==> config.mk <==
export PLATFORM = sky130hd
export DESIGN_NAME = ps_axl_master
export DESIGN_NICKNAME = d
export VERILOG_FILES = /design/src/rtl/ps_axl_pkg.sv /design/src/rtl/ps_axl_master.sv
export SDC_FILE = /design/constraint.sdc
export NUM_CORES = 1
export LEC_CHECK = 0
export ABC_AREA = 1
export BUFFER_PORTS_ARGS = -buffer_cell sky130_fd_sc_hd__clkbuf_2
export CAP_MARGIN = 15
export CORE_MARGIN = 2
export CORE_UTILIZATION = 49
export CTS_CLUSTER_DIAMETER = 80
export DETAILED_ROUTE_END_ITERATION = 7
export PLACE_DENSITY = 0.87
export RECOVER_POWER = 100
export SLEW_MARGIN = 20
export SYNTH_ARGS = -nofsm -noshare
export SYNTH_HDL_FRONTEND = slang
export SYNTH_SLANG_ARGS = --single-unit
==> constraint.sdc <==
create_clock -name clk -period 4 [get_ports clk]
set_clock_uncertainty 0.15 [all_clocks]
set_input_delay 0.4 -clock clk [delete_from_list [all_inputs] [get_ports clk]]
set_output_delay 0.4 -clock clk [all_outputs]
set_load 0.01 [all_outputs]
==> src/rtl/ps_axl_pkg.sv <==
// Shared types and constants for the ps-to-AXI-lite master.
package ps_axl_pkg;

  typedef enum logic [2:0] {
    IDLE,
    WR_REQ,
    WR_RESP,
    RD_REQ,
    RD_DATA,
    RSP
  } state_e;

  localparam logic [1:0] RESP_OKAY   = 2'b00;
  localparam logic [1:0] RESP_EXOKAY = 2'b01;
  localparam logic [1:0] RESP_SLVERR = 2'b10;
  localparam logic [1:0] RESP_DECERR = 2'b11;

  function automatic logic [63:0] sat_max(input int unsigned w);
    return (64'd1 << w) - 64'd1;
  endfunction

endpackage

==> src/rtl/ps_axl_master.sv <==
// Single-outstanding AXI-lite master driven by a valid/ready command port,
// returning read data / write status with a saturating latency count.
module ps_axl_master
  import ps_axl_pkg::*;
#(
  parameter int ADDR_WIDTH = 4,
  parameter int DATA_WIDTH = 32,
  parameter int CNT_WIDTH  = 16
) (
  input  logic                  clk,
  input  logic                  rst_n,
  input  logic                  cmd_valid,
  output logic                  cmd_ready,
  input  logic                  cmd_write,
  input  logic [ADDR_WIDTH-1:0] cmd_addr,
  input  logic [DATA_WIDTH-1:0] cmd_wdata,
  output logic                  rsp_valid,
  input  logic                  rsp_ready,
  output logic                  rsp_write,
  output logic [DATA_WIDTH-1:0] rsp_rdata,
  output logic                  rsp_err,
  output logic [CNT_WIDTH-1:0]  rsp_cycles,
  output logic [ADDR_WIDTH-1:0] waddr,
  output logic                  wavalid,
  input  logic                  waready,
  output logic [DATA_WIDTH-1:0] wdata,
  output logic                  wvalid,
  input  logic                  wready,
  input  logic [DATA_WIDTH-1:0] wresp,
  input  logic                  bvalid,
  output logic                  bready,
  output logic [ADDR_WIDTH-1:0] raddr,
  output logic                  arvalid,
  input  logic                  arready,
  input  logic [DATA_WIDTH-1:0] rdata,
  input  logic                  rvalid,
  output logic                  rready
);

  localparam logic [63:0]          CNT_MAX_W = sat_max(CNT_WIDTH);
  localparam logic [CNT_WIDTH-1:0] CNT_MAX   = CNT_MAX_W[CNT_WIDTH-1:0];

  function automatic logic [CNT_WIDTH-1:0] sat_inc(input logic [CNT_WIDTH-1:0] v);
    return (v == CNT_MAX) ? v : v + CNT_WIDTH'(1);
  endfunction

  state_e                state, state_d;
  logic                  cmd_ready_d, wavalid_d, wvalid_d, bready_d;
  logic                  arvalid_d, rready_d, rsp_valid_d;
  logic [ADDR_WIDTH-1:0] addr_q;
  logic                  accept, busy, b_hs, r_hs;
  logic                  unused_wresp_hi;

  assign accept = cmd_valid && cmd_ready;
  assign busy   = (state == WR_REQ) || (state == WR_RESP) ||
                  (state == RD_REQ) || (state == RD_DATA);
  assign b_hs   = (state == WR_RESP) && bvalid && bready;
  assign r_hs   = (state == RD_DATA) && rvalid && rready;
  assign waddr  = addr_q;
  assign raddr  = addr_q;
  assign unused_wresp_hi = ^wresp[DATA_WIDTH-1:2];

  always_comb begin
    state_d     = state;
    cmd_ready_d = 1'b0;
    wavalid_d   = 1'b0;
    wvalid_d    = 1'b0;
    bready_d    = 1'b0;
    arvalid_d   = 1'b0;
    rready_d    = 1'b0;
    rsp_valid_d = 1'b0;
    case (state)
      IDLE: begin
        cmd_ready_d = 1'b1;
        if (accept) begin
          cmd_ready_d = 1'b0;
          if (cmd_write) begin
            state_d   = WR_REQ;
            wavalid_d = 1'b1;
            wvalid_d  = 1'b1;
          end else begin
            state_d   = RD_REQ;
            arvalid_d = 1'b1;
          end
        end
      end
      WR_REQ: begin
        // AW and W retire independently; B is requested once both are gone
        wavalid_d = wavalid && !waready;
        wvalid_d  = wvalid && !wready;
        if (!wavalid_d && !wvalid_d) begin
          state_d  = WR_RESP;
          bready_d = 1'b1;
        end
      end
      WR_RESP: begin
        bready_d = 1'b1;
        if (bvalid) begin
          bready_d    = 1'b0;
          rsp_valid_d = 1'b1;
          state_d     = RSP;
        end
      end
      RD_REQ: begin
        arvalid_d = 1'b1;
        if (arready) begin
          arvalid_d = 1'b0;
          rready_d  = 1'b1;
          state_d   = RD_DATA;
        end
      end
      RD_DATA: begin
        rready_d = 1'b1;
        if (rvalid) begin
          rready_d    = 1'b0;
          rsp_valid_d = 1'b1;
          state_d     = RSP;
        end
      end
      RSP: begin
        rsp_valid_d = 1'b1;
        if (rsp_ready) begin
          rsp_valid_d = 1'b0;
          cmd_ready_d = 1'b1;
          state_d     = IDLE;
        end
      end
      default: state_d = IDLE;
    endcase
  end

  always_ff @(posedge clk) begin
    if (!rst_n) begin
      state      <= IDLE;
      cmd_ready  <= 1'b0;
      wavalid    <= 1'b0;
      wvalid     <= 1'b0;
      bready     <= 1'b0;
      arvalid    <= 1'b0;
      rready     <= 1'b0;
      rsp_valid  <= 1'b0;
      addr_q     <= '0;
      wdata      <= '0;
      rsp_write  <= 1'b0;
      rsp_rdata  <= '0;
      rsp_err    <= 1'b0;
      rsp_cycles <= '0;
    end else begin
      state     <= state_d;
      cmd_ready <= cmd_ready_d;
      wavalid   <= wavalid_d;
      wvalid    <= wvalid_d;
      bready    <= bready_d;
      arvalid   <= arvalid_d;
      rready    <= rready_d;
      rsp_valid <= rsp_valid_d;
      if (accept) begin
        addr_q     <= cmd_addr;
        wdata      <= cmd_wdata;
        rsp_write  <= cmd_write;
        rsp_rdata  <= '0;
        rsp_err    <= 1'b0;
        // the accept cycle itself is the first counted cycle
        rsp_cycles <= CNT_WIDTH'(1);
      end else if (busy) begin
        rsp_cycles <= sat_inc(rsp_cycles);
      end
      if (b_hs) rsp_err <= (wresp[1:0] != RESP_OKAY);
      if (r_hs) rsp_rdata <= rdata;
    end
  end

endmodule
==> flow_summary.ini, run 1 <==
[power]
pwr-share-seq_pct = 46.2
pwr-share-comb_pct = 27.5
power_switching_uw = 877.3
swShare_pct = 35.58
clkPwrFrac_pct = 26.3
vdd_drop_max_v = 0.0002428
p_per_area_mw_per_mm2 = 503.2
p_int_uw = 1589
p_leak_uw = 0.001953

[floorplanning]
rows = 32
die_y_microns = 93.91
die_area_sq_mm = 0.008819
boundaryPins = 207
coreArea_sq_mm = 0.007767
chipWidth_microns = 93.91
start_util_pct = 51.00

[worst_setup_path]
crit_arrival_ns = 2.82
end_kind = flop
crit_start = rsp_cycles[0]
critPathKind = flop to flop
required_ns = 4.12
crit_slowest_cell = o21ai_0
crit_buf_inv = 1
cp_top_family = compound AO/OA/AOI/OAI gates
timing.critical_path.mode_cell = nand2_1
slowest_delay_ns = 1.02
cp_cell_sequence = ha_1 -> inv_1 -> nor2_2 -> nand2_1 -> o21ai_0 -> nand2_1 -> a21oi_1
cp_max_fo = 12
reg2reg_from = rsp_cycles[0]
start_kind = flop

[cts]
clockRootBuffer = clkbuf_8
cts_htree_levels = 3
numCtsBuffers = 9
clockBufferDepth = 2
clock_sinks = 96
ctsHoldBuffers = 0
clkTransAtPathRegs_ns = 0.10
cts-resized-gates = 0
cts_tree = built
clock_insertion_delay_worst_skew_ns = 0.35
post-cts-setup-buffer-count = 0

[detailed_routing]
post_drt_wl_per_cell_microns = 12.69
wirelength_microns = 10270
ant_nets = 0
vias = 4073
drt_iter0_drc = 195
vias_per_cell = 5.035
first_pass_iters = 4
drcViolationCount = 0

[timing]
holdWs_ns = 0.1117
setup_tns_ns = 0
final_max_slew_viol_count = 0
worst_pin_slew_ns = 1.325
setup_violations = 0
rsz0062_at_grt = false
clock.fmax_mhz = 370.3
fin_crit_sh_pct = 67.51
final-hold-violation-count = 0
min_period_ns = 2.701
relSlewSlack_pct = 11.69

[global_routing]
overflow = 0
grt_max_degree = 43
antenna_found_initial = 0
grtUsageTotal_pct = 22.92
grt_pass1_vias = 3757
grt_first_pass_wirelength_microns = 16350

[status]
status = finished, final reports clean

[logic_synthesis]
ys_ff_latch = 96
synthArstFlopShare_pct = 0
synth_top_area_share_pct = 48.52
yosys-top-cells-area = dfxtp_1, nand2_1, nor2_1
avgSynthCellArea_sq_um = 7.336
synth_cell_types = 30
synth_edf_count = 0
synth_ff_type = dfxtp_1
ys_warn_count = 0
syn-instance-count = 540
syn_area_sq_mm = 0.003961
syn-num-nets = 651
seq_area_frac_synth_pct = 48.52
yosysTopAreaCell = dfxtp_1

[min_path]
hold_start = rdata[11]
hold_path_class = input port to flop

[finish]
final_common_cell = nand2_1
utilization_pct = 63.10
layout_common_cells = nand2_1, nor2_1, clkbuf_1
fin_nets = 813
areaGrowthSynthToFinish_pct = 23.72
diodes = 0
drive_gt1_share_pct = 17.11

[placement]
dp_hpwl_microns = 7607
place_congestion = 0.8939
io_buffers = 176

[flow_run]
max-cap-violations = 0
-- metal layers --
metal  GRT usage, %  share of wire (%)  wire, microns  vias up
li1               -                  -              -     2051
met3          5.056                5.7            586       20
met1          26.03                 40           4120     1868
met4          9.662                2.3            238        0
met2          41.19                 52           5325      134
met5              0                  0              0        -
-- layout make-up --
cell class | instances | area [sq um]
well taps | 102 | 127.6
repair buffers | 179 | 778.2
clock buffers | 10 | 137.6
fillers | 781 | 2867
inverters | 29 | 111.4
clock inverters | 6 | 67.56
flip-flops and latches | 96 | 1922
multi-input cells | 387 | 1757
-- registers in the layout, indices dropped and copies added, names as in the netlist --
name and count:
rsp_valid 1, raddr 4, rsp_cycles 16, state 3
cmd_ready 1, rsp_rdata 32, rready 1, rsp_write 1
arvalid 1, bready 1, wavalid 1, wvalid 1
wdata 32, rsp_err 1
-- power by group through the flow --
stage | Combinational (uW) | Sequential, uW | Clock (uW)
after floorplan | 491 | 1190 | 0
after global routing | 771 | 1150 | 696
after CTS | 711 | 1140 | 661
final | 679 | 1140 | 648
after detailed placement | 709 | 1160 | 0
after global placement | 687 | 1150 | 0
-- cell families (layout without fill, tap and decap cells) --
kind of cell / Yosys count / in the layout / synth area share, %
AND/OR/NAND/NOR: 280 / 280 / 29.94
buffers and inverters: 57 / 224 / 6.917
adder cells (fa/ha/maj): 1 / 1 / 0.3158
AO/OA/AOI/OAI: 100 / 100 / 12.98
flip-flops: 96 / 96 / 48.52
XOR/XNOR: 6 / 6 / 1.327
-- cell usage after synthesis (4+ instances only) --
cell / number
nand4_1: 9
nor2_2: 4
inv_2: 6
o21ai_0: 39
inv_1: 21
a21oi_1: 55
buf_4: 9
clkbuf_1: 12
buf_2: 6
nand3_1: 18
nor2_1: 102
nand2_1: 126
nand2_2: 13
dfxtp_1: 96
-- path summary, 6_finish.rpt --
| check | end | slack [ns] | cells after the start |
|---|---|---|---|
| setup / recovery | rsp_cycles[13] | 1.30 | 7 |
| hold reg to reg | rsp_rdata[23] | 0.32 | 2 |
| setup reg to reg | rsp_cycles[13] | 1.30 | 7 |
| hold / removal | rsp_rdata[11] | 0.11 | 3 |
-- worst register-to-register path, stage by stage, from the launching register on --
cell	delay, ns
dfxtp_1	0.48
ha_1	0.31
inv_1	0.08
nor2_2	0.10
nand2_1	0.14
o21ai_0	1.02
nand2_1	0.13
a21oi_1	0.20
-- per-stage QoR --
| step | cells | instance area, sq um | setup WS (ns) | power (uW) |
|---|---|---|---|---|
| detailed placement | 793 | 4830 | 1.432 | 1870 |
| global placement | 793 | 4830 | 1.527 | 1840 |
| CTS | 809 | 5035 | 1.699 | 2511 |
| global route | 809 | 4901 | 1.018 | 2620 |
| finish | 809 | 4901 | 1.299 | 2466 |
| floorplan | 540 | 3961 | 2.282 | 1683 |
Power figures use the tool's default switching activity.
==> inputs of run 2 (changes only) <==
- ABC_AREA: 1 -> 0
- CORE_UTILIZATION: 49 -> 41
- PLACE_DENSITY: 0.87 -> 0.77
- clock period: 4 -> 2.35 ns (I/O delays scaled with it)
==> flow_summary.ini, run 2 <==
[detailed_routing]
drt_iter0_drc = 254
vias_per_cell = 5.222
first_pass_iters = 5
wirelength_microns = 12450
post_drt_wl_per_cell_microns = 14.39
ant_nets = 0
drcViolationCount = 0
vias = 4517

[placement]
dp_hpwl_microns = 7836
place_congestion = 0.8690
dp_slack_ns = 0.2962
io_buffers = 176

[finish]
multi_input_area_sq_mm = 0.001966
fill_cells = 899
diodes = 0
fin_nets = 839
drive_gt1_share_pct = 14.89
areaGrowthSynthToFinish_pct = 41.48
largest_registers = rsp_rdata (32), wdata (32), rsp_cycles (16)
layout_common_cells = nand2_1, clkbuf_1, dfxtp_1
register_area_sq_mm = 0.001922
final_common_cell = nand2_1

[cts]
numCtsBuffers = 9
clkTransAtPathRegs_ns = 0.09
clock_sinks = 96
clock_insertion_delay_worst_skew_ns = 0.35
cts_tree = built
cts_htree_levels = 3
clockRootBuffer = clkbuf_8
clockBufferDepth = 2

[worst_setup_path]
rrSetupSlack_ns = 0.25
r2r_end = rsp_cycles[0]
cp_max_fo = 6
critPathKind = flop to flop
end_kind = flop
r2r_cells = 5
start_kind = flop
reg2reg_from = rsp_cycles[0]
required_ns = 2.44
crit_arrival_ns = 2.19

[logic_synthesis]
yosysTopAreaCell = dfxtp_1
syn-instance-count = 503
ys_ff_latch = 96
synth_cell_types = 50
ys_warn_count = 0
synthTopCellsByCount = nand2_1, dfxtp_1, a21boi_0
synth_top_area_share_pct = 46.81
synthArstFlopShare_pct = 0
avgSynthCellArea_sq_um = 8.161
yosysMostFrequentCell = nand2_1
yosys-top-cells-area = dfxtp_1, nand2_1, a21boi_0
synth_edf_count = 0
seq_area_frac_synth_pct = 46.81
syn-num-nets = 614
syn_area_sq_mm = 0.004105
synth_ff_type = dfxtp_1

[global_routing]
use_met2_pct = 40.32
antenna_found_initial = 0
overflow = 0
grt_max_degree = 53
grt.busiest_layer = met2
grtUsageTotal_pct = 22.54
grtUsageMet3_pct = 5.576
use_met1_pct = 25.82
grt_first_pass_wirelength_microns = 20330
grt_pass1_vias = 4342

[floorplanning]
die_area_sq_mm = 0.01083
chipWidth_microns = 104.1
boundaryPins = 207
start_util_pct = 42.19
rows = 36
die_y_microns = 104.1
coreArea_sq_mm = 0.009729

[status]
status = finished, final reports clean

[min_path]
min_path_cells = 3
whs_endpoint = rsp_write
hold_path_class = input port to flop
hold_start = cmd_write

[timing]
final.setup.worst_slack_ns = 0.2519
final_max_slew_viol_count = 0
final-hold-violation-count = 0
relSlewSlack_pct = 43.38
min_period_ns = 2.098
setup_tns_ns = 0
setup_violations = 0
holdWs_ns = 0.01561
clock.fmax_mhz = 476.6
worst_pin_slew_ns = 0.8494
fin_crit_sh_pct = 89.28
rsz0062_at_grt = false

[power]
vdd_drop_max_v = 0.0003493
p_per_area_mw_per_mm2 = 711.4
p_leak_uw = 0.002125

[flow_run]
max-cap-violations = 0
[run 2: cell types whose count changed in the layout (fill, tap and decap cells not counted), sizes merged, moves of 9 or more]
| cell | previous run | this run |
|---|---|---|
| a21oi | 55 | 37 |
| inv | 29 | 5 |
| dlygate4sd3 | 0 | 68 |
| a21boi | 0 | 46 |
| nor2 | 108 | 8 |
| o21ai | 40 | 7 |
| mux2i | 0 | 9 |
| nand3 | 19 | 42 |
[run 2: critical path, cell delays in order (launching register included)]
cell	delay (ns)
dfxtp_1	0.43
ha_1	0.28
nand3_1	0.24
or3_1	0.42
nor4b_1	0.36
nor3_1	0.09
[run 2: power by group]
| part | switching, uW | internal (uW) |
|---|---|---|
| Sequential | 110 | 1770 |
| Combinational | 648 | 412 |
| Clock | 571 | 623 |
[run 2: worst max-delay path by stage]
stage,to,cells past startpoint,slack [ns],from
after floorplan,rsp_cycles[0],5,0.55,rsp_cycles[0]
after global placement,rsp_cycles[6],6,0.43,rsp_cycles[0]
after detailed placement,rsp_cycles[0],5,0.30,rsp_cycles[0]
after CTS,rsp_cycles[0],5,0.29,rsp_cycles[0]
after global routing,rsp_rdata[27],5,0.16,state[2]
final,rsp_cycles[0],5,0.25,rsp_cycles[0]
[run 2: cell families (layout without fill, tap and decap cells)]
group / after synthesis / in the layout / synth area share (%)
multiplexers: 10 / 10 / 2.469
flip-flops: 96 / 96 / 46.81
buffers and inverters: 46 / 275 / 4.998
AND/OR/NAND/NOR: 235 / 235 / 26.67
adder cells (fa/ha/maj): 1 / 1 / 0.3047
AO/OA/AOI/OAI: 115 / 115 / 18.74
[run 2: metrics by stage]
stage | area, sq um | util, % | power (uW) | instances
after detailed placement | 5051 | 51.92 | 2912 | 782
after global placement | 5051 | 51.92 | 2875 | 782
after CTS | 5951 | 61.16 | 4185 | 865
after global routing | 5808 | 59.70 | 4362 | 865
final | 5808 | 59.70 | 4132 | 865
after floorplan | 4105 | - | 2569 | 503
[run 2: layer usage]
metal,vias up,wire (microns)
li1,2184,-
met1,2122,4855
met2,177,6414
met3,34,821
met4,0,356
met5,-,0
[run 2: final cells by class]
cell class                 count  area share [%]
clock buffer                  10           2.370
clock inverter                 5           1.400
inverter                       5          0.3231
multi-input combinational    361           33.84
sequential                    96           33.09
tap                          133           2.865
timing repair buffer         255           26.11
[run 2: timing repair]
| action | 4_1_cts | 5_1_grt |
|---|---|---|
| hold buffers | 68 | 0 |
| resized for setup | 0 | 0 |
| buffers inserted | 0 | 0 |
| hold endpoints to repair | 68 | 0 |
